`src/rtl/tlb_op_ctrl.sv`:
```
// tlb_op_ctrl: multi-cycle sequencer for TLBP/TLBR/TLBWI/TLBWR.
// Ports: op_valid/op_type/op_ready request; flush; CP0 EntryHi/Index/
//   Wired inputs; search port 1 (s1_*) shared with EXE (exe_lookup_req,
//   exe_stall); TLB read (r_index) and write (we, w_index); CP0 Random
//   (cp0_random); completion strobes (op_done, cp0_index_we,
//   probe_miss, probe_index, cp0_tlbr_we, refetch).
module tlb_op_ctrl #(
    parameter int TLBNUM = 16,
    parameter int IDX_W  = 4
) (
    input  logic             clk,
    input  logic             reset,
    input  logic             op_valid,
    input  logic [1:0]       op_type,
    output logic             op_ready,
    input  logic             flush,
    input  logic [18:0]      cp0_entryhi_vpn2,
    input  logic [7:0]       cp0_entryhi_asid,
    input  logic [IDX_W-1:0] cp0_index,
    input  logic [IDX_W-1:0] cp0_wired,
    input  logic             cp0_wired_we,
    input  logic             exe_lookup_req,
    output logic             exe_stall,
    output logic             s1_sel,
    output logic [18:0]      s1_vpn2,
    output logic [7:0]       s1_asid,
    input  logic             s1_found,
    input  logic [IDX_W-1:0] s1_index,
    output logic [IDX_W-1:0] r_index,
    output logic             we,
    output logic [IDX_W-1:0] w_index,
    output logic [IDX_W-1:0] cp0_random,
    output logic             op_done,
    output logic             cp0_index_we,
    output logic             probe_miss,
    output logic [IDX_W-1:0] probe_index,
    output logic             cp0_tlbr_we,
    output logic             refetch
);

    localparam logic [1:0] OP_TLBP  = 2'b00;
    localparam logic [1:0] OP_TLBR  = 2'b01;
    localparam logic [1:0] OP_TLBWR = 2'b11;

    localparam logic [2:0] S_IDLE  = 3'd0;
    localparam logic [2:0] S_PROBE = 3'd1;
    localparam logic [2:0] S_READ  = 3'd2;
    localparam logic [2:0] S_WRITE = 3'd3;
    localparam logic [2:0] S_DONE  = 3'd4;

    localparam logic [IDX_W-1:0] RND_MAX = IDX_W'(TLBNUM - 1);
    localparam logic [IDX_W-1:0] ONE     = IDX_W'(1);

    logic [2:0]       state_q;
    logic [2:0]       state_d;
    logic [1:0]       op_q;
    logic [IDX_W-1:0] idx_q;
    logic [IDX_W-1:0] rnd_q;
    logic [IDX_W-1:0] rnd_d;
    logic [IDX_W-1:0] rnd_cap_q;
    logic [IDX_W-1:0] pidx_q;
    logic             pmiss_q;
    logic [18:0]      vpn2_q;
    logic [7:0]       asid_q;
    logic             accept;
    logic             in_probe;
    logic             in_done;

    assign accept   = (state_q == S_IDLE) && op_valid && !flush;
    assign in_probe = (state_q == S_PROBE);
    assign in_done  = (state_q == S_DONE);

    always_comb begin
        state_d = state_q;
        unique case (state_q)
            S_IDLE: begin
                if (accept) begin
                    unique case (1'b1)
                        op_type == OP_TLBP: state_d = S_PROBE;
                        op_type == OP_TLBR: state_d = S_READ;
                        default:            state_d = S_WRITE;
                    endcase
                end
            end
            // A flush kills a probe/read before any CP0 update; a write
            // is already committed to the array, so it always completes.
            S_PROBE: state_d = flush ? S_IDLE : S_DONE;
            S_READ:  state_d = flush ? S_IDLE : S_DONE;
            S_WRITE: state_d = S_DONE;
            S_DONE:  state_d = S_IDLE;
            default: state_d = S_IDLE;
        endcase
    end

    // Reloading whenever Random is at or below Wired keeps it inside
    // [Wired, TLBNUM-1], and also pins it when Wired >= TLBNUM-1.
    always_comb begin
        rnd_d = rnd_q - ONE;
        if (cp0_wired_we || (rnd_q <= cp0_wired)) begin
            rnd_d = RND_MAX;
        end
    end

    always_ff @(posedge clk or posedge reset) begin
        if (reset) begin
            state_q   <= S_IDLE;
            op_q      <= 2'b00;
            idx_q     <= '0;
            rnd_q     <= RND_MAX;
            rnd_cap_q <= '0;
            pidx_q    <= '0;
            pmiss_q   <= 1'b0;
            vpn2_q    <= '0;
            asid_q    <= '0;
        end else begin
            state_q <= state_d;
            rnd_q   <= rnd_d;
            if (accept) begin
                op_q      <= op_type;
                idx_q     <= cp0_index;
                rnd_cap_q <= rnd_q;
                vpn2_q    <= cp0_entryhi_vpn2;
                asid_q    <= cp0_entryhi_asid;
            end
            if (in_probe && !flush) begin
                pmiss_q <= !s1_found;
                pidx_q  <= s1_found ? s1_index : '0;
            end
        end
    end

    assign op_ready  = (state_q == S_IDLE);
    assign s1_sel    = in_probe;
    assign exe_stall = in_probe && exe_lookup_req;
    assign s1_vpn2   = in_probe ? vpn2_q : '0;
    assign s1_asid   = in_probe ? asid_q : '0;

    // r_index stays on the latched Index through DONE so the CP0
    // load sees stable read data.
    assign r_index = ((state_q == S_READ) || (in_done && op_q == OP_TLBR))
                     ? idx_q : '0;

    assign we      = (state_q == S_WRITE);
    assign w_index = !we ? '0 : ((op_q == OP_TLBWR) ? rnd_cap_q : idx_q);

    assign cp0_random   = rnd_q;
    assign op_done      = in_done;
    assign cp0_index_we = in_done && (op_q == OP_TLBP);
    assign cp0_tlbr_we  = in_done && (op_q == OP_TLBR);
    assign refetch      = in_done && op_q[1];
    assign probe_miss   = pmiss_q;
    assign probe_index  = pidx_q;

endmodule

```
`config.mk`:
```
export PLATFORM = sky130hd
export DESIGN_NAME = tlb_op_ctrl
export DESIGN_NICKNAME = d
export VERILOG_FILES = /design/src/rtl/tlb_op_ctrl.sv
export SDC_FILE = /design/constraint.sdc
export NUM_CORES = 1
export LEC_CHECK = 0
export ABC_AREA = 1
export BUFFER_PORTS_ARGS = -buffer_cell sky130_fd_sc_hd__buf_2
export CAP_MARGIN = 20
export CORE_UTILIZATION = 45
export CTS_CLUSTER_DIAMETER = 200
export DETAILED_ROUTE_END_ITERATION = 8
export PLACE_DENSITY = 0.75
export SLEW_MARGIN = 20
export SYNTH_ARGS = -nofsm -noshare
export SYNTH_HDL_FRONTEND = slang
export SYNTH_SLANG_ARGS = --single-unit
```
`constraint.sdc`:
```
create_clock -name clk -period 1.7 [get_ports clk]
set_input_delay 0.085 -clock clk [delete_from_list [all_inputs] [get_ports clk]]
set_output_delay 0.085 -clock clk [all_outputs]
set_load 0.02 [all_outputs]
```
==> flow_metrics.py <==
metrics = {
    "clock_network": {
        "cts.clk_slew.worst_paths_ns": 0.09,
        "clk_latency_ns": 0.29,
        "clock-sinks": 49,
        "h-tree-depth": 2,
        "cts_tree": "done",
        "clockRootBuffer": "clkbuf_8",
        "cts_buffer_depth": 2,
        "cts_buffers": 5,
    },
    "die": {
        "row_count": 26,
        "io_pins": 100,
        "start_util_pct": 47.67,
        "die_y_um": 76.26,
        "core-area_sq_um": 5205,
        "die_width_um": 76.26,
        "die_area_sq_um": 5815,
    },
    "critical_path": {
        "critPathRequiredTime_ns": 1.62,
        "rr_worst_depth": 6,
        "worstSetupEndpointType": "primary output",
        "cp_max_fo": 5,
        "timing.rr.start": "cp0_random[0]",
        "worstSetupStartpointType": "flop",
        "crit_start": "state_q[1]",
        "worstPathArrival_ns": 1.55,
        "path_class": "reg -> out",
    },
    "cells_and_area": {
        "drive_gt1_share_pct": 29.25,
        "nets": 493,
        "antennaDiodeCount": 0,
        "areaGrowthSynthToFinish_pct": 28.64,
        "fillers": 482,
    },
    "synth": {
        "synth_fp_nets": 388,
        "synth.avg_cell_area_sq_um": 7.406,
        "syn_area_sq_um": 2481,
        "yosysWarnings": 0,
        "syn_inst": 335,
        "ys_seq_elements": 49,
        "yosysUniqueCellTypes": 19,
        "ys_seq_area_share_pct": 49.62,
    },
    "detailed_routing": {
        "drt_iter0_drc": 155,
        "firstDrtPassIters": 5,
        "vias": 2416,
        "wl_mm": 5.807,
        "wl_per_cell_um": 11.36,
        "route.detailed.drc": 0,
        "viasPerCell": 4.728,
        "drt.antenna.violating_nets": 0,
    },
    "global_route": {
        "grt_overflow_total": 0,
        "grt_util_all_layers_pct": 21.13,
        "grt_antenna_before_repair": 0,
        "grt_max_degree": 28,
        "grt_pass1_vias": 2214,
        "grt_first_pass_wirelength_mm": 10.01,
    },
    "place": {
        "place_hpwl_mm": 4.248,
        "place_congestion": 0.8375,
        "portBuffers": 99,
        "place_ws_ns": 0.2628,
    },
    "sta": {
        "max_slew_margin_pct": 67.05,
        "timing.fmax_mhz": 610.5,
        "setup_viol": 0,
        "fin_ws_ns": 0.06191,
        "period_share_pct": 96.36,
        "hold_viol": 0,
        "fin_skew_ns": 0.003287,
        "fin_crit_ns": 1.638,
        "worst-slew-pin-transition_ns": 0.4936,
        "slew_violations": 0,
        "setup_tns_ns": 0,
    },
    "pwr": {
        "p_switching_w": 0.001077,
        "pwr-share-clk_pct": 20.7,
        "peakVddDrop_uv": 538.3,
        "power_density_nw_per_um2": 977.5,
        "seqPwrFrac_pct": 51.3,
        "p_int_w": 0.002043,
        "combinationalPowerShare_pct": 28.0,
        "p_leak_nw": 1.985,
        "swShare_pct": 34.51,
    },
    "worst_hold_path": {
        "worstHoldPathCells": 3,
        "hold_path.class": "in -> reg",
        "min_from": "cp0_entryhi_vpn2[14]",
    },
    "run": {
        "drv_cap": 0,
    },
    "status": {
        "outcome": "completed",
    },
}
-- final timing paths --
| check | end | slack [ns] |
|---|---|---|
| max | cp0_tlbr_we | 0.06 |
| min | vpn2_q[14] | 0.01 |
| max reg2reg | cp0_random[3] | 0.25 |
| min reg2reg | vpn2_q[5] | 0.47 |
| max in group asynchronous | state_q[0] | 0.80 |
| min in group asynchronous | asid_q[6] | 0.38 |
-- timing repair --
| action | 4_1_cts | 5_1_grt |
|---|---|---|
| endpoints found under the hold margin | 19 | 0 |
| buffers inserted | 0 | 2 |
| hold buffers | 2 | 0 |
| endpoints found under the setup margin | 25 | 29 |
| pin swaps | 0 | 2 |
| resized for setup | 1 | 3 |
-- worst max-delay path, stage by stage, from the launching register on --
cell,delay [ns]
dfrtp_2,0.46
nor2_2,0.16
nand4_1,0.23
buf_4,0.21
inv_1,0.04
buf_2,0.15
-- cells by family after synthesis --
logic type | after synthesis | synth area share, %
simple gates | 193 | 31.92
buf+inv | 71 | 12.25
flops | 49 | 49.62
compound gates | 16 | 3.328
fa+ha+maj | 5 | 2.521
xor+xnor | 1 | 0.3531
-- power groups by stage --
stage,registers (W),clock network (W),logic (W)
floorplan,0.00163,0,0.000566
global placement,0.00161,0,0.000849
detailed placement,0.00161,0,0.000872
CTS,0.00160,0.000665,0.000875
global route,0.00163,0.000702,0.00100
finish,0.00160,0.000647,0.000874
-- metrics by stage --
step	util [%]	cells	hold WS (ns)	power, W	area, sq um
after floorplan	-	335	0.1715	0.002195	2481
after global placement	58.92	499	0.1427	0.002461	3067
after detailed placement	58.92	499	0.1412	0.002485	3067
after CTS	60.94	509	0.01092	0.003136	3172
after global routing	61.32	511	0.01694	0.003335	3192
final	61.32	511	0.01430	0.003120	3192
-- synthesized netlist by cell type --
library cell / number / area share (%)
nand2_1: 110 / 17
inv_1: 56 / 8.5
dfrtp_1: 45 / 45
nand3_1: 43 / 8.7
nor2_1: 36 / 5.4
a21oi_1: 10 / 2.0
buf_2: 9 / 1.8
ha_1: 5 / 2.5
o21ai_0: 5 / 1.0
dfstp_2: 4 / 4.2
buf_4: 3 / 0.91
buf_6: 2 / 0.91
clkbuf_1: 1 / 0.15
nand3b_1: 1 / 0.30
nand4_1: 1 / 0.25
nor3_1: 1 / 0.20
nor3_2: 1 / 0.40
o31ai_1: 1 / 0.30
xnor2_1: 1 / 0.35
-- per-layer routing --
metal	GRT usage, %	routed length (um)
met3	3.832	321
met1	27.49	2615
met4	5.577	69
met5	0	0
met2	36.22	2801
-- layout make-up --
class,instances,area (sq um),share of cell area [%]
Timing Repair Buffer,113,618.1,19.36
Sequential cell,49,1234,38.65
Clock inverter,2,10.01,0.3136
Tap cell,70,87.58,2.744
Inverter,56,210.2,6.586
Multi-Input combinational cell,215,959.7,30.07
Clock buffer,6,72.57,2.274
-- state kept, by name (all words and copies together), names as in the netlist --
register     flops
idx_q            4
op_q             2
asid_q           8
cp0_random       4
probe_miss       1
rnd_cap_q        4
vpn2_q          19
probe_index      4
state_q          3
-- cell usage in the layout, fill, tap and decap left out --
master / Yosys / layout
nand2_1: 110 / 109
buf_2: 9 / 99
inv_1: 56 / 55
nand3_1: 43 / 43
dfrtp_1: 45 / 43
nor2_1: 36 / 34
buf_4: 3 / 11
a21oi_1: 10 / 10
o21ai_0: 5 / 5
ha_1: 5 / 5
clkbuf_8: 0 / 5
dfstp_2: 4 / 4
nor2_2: 0 / 2
clkinv_2: 0 / 2
dlygate4sd3_1: 0 / 2
dfrtp_2: 0 / 2
nor3_4: 0 / 1
nand2_2: 0 / 1
xnor2_1: 1 / 1
nand4_1: 1 / 1
nand3b_1: 1 / 1
nor3_1: 1 / 1
inv_2: 0 / 1
o31ai_1: 1 / 1
clkbuf_1: 1 / 1
buf_12: 0 / 1
No activity file was read; power rests on OpenSTA's default activity.
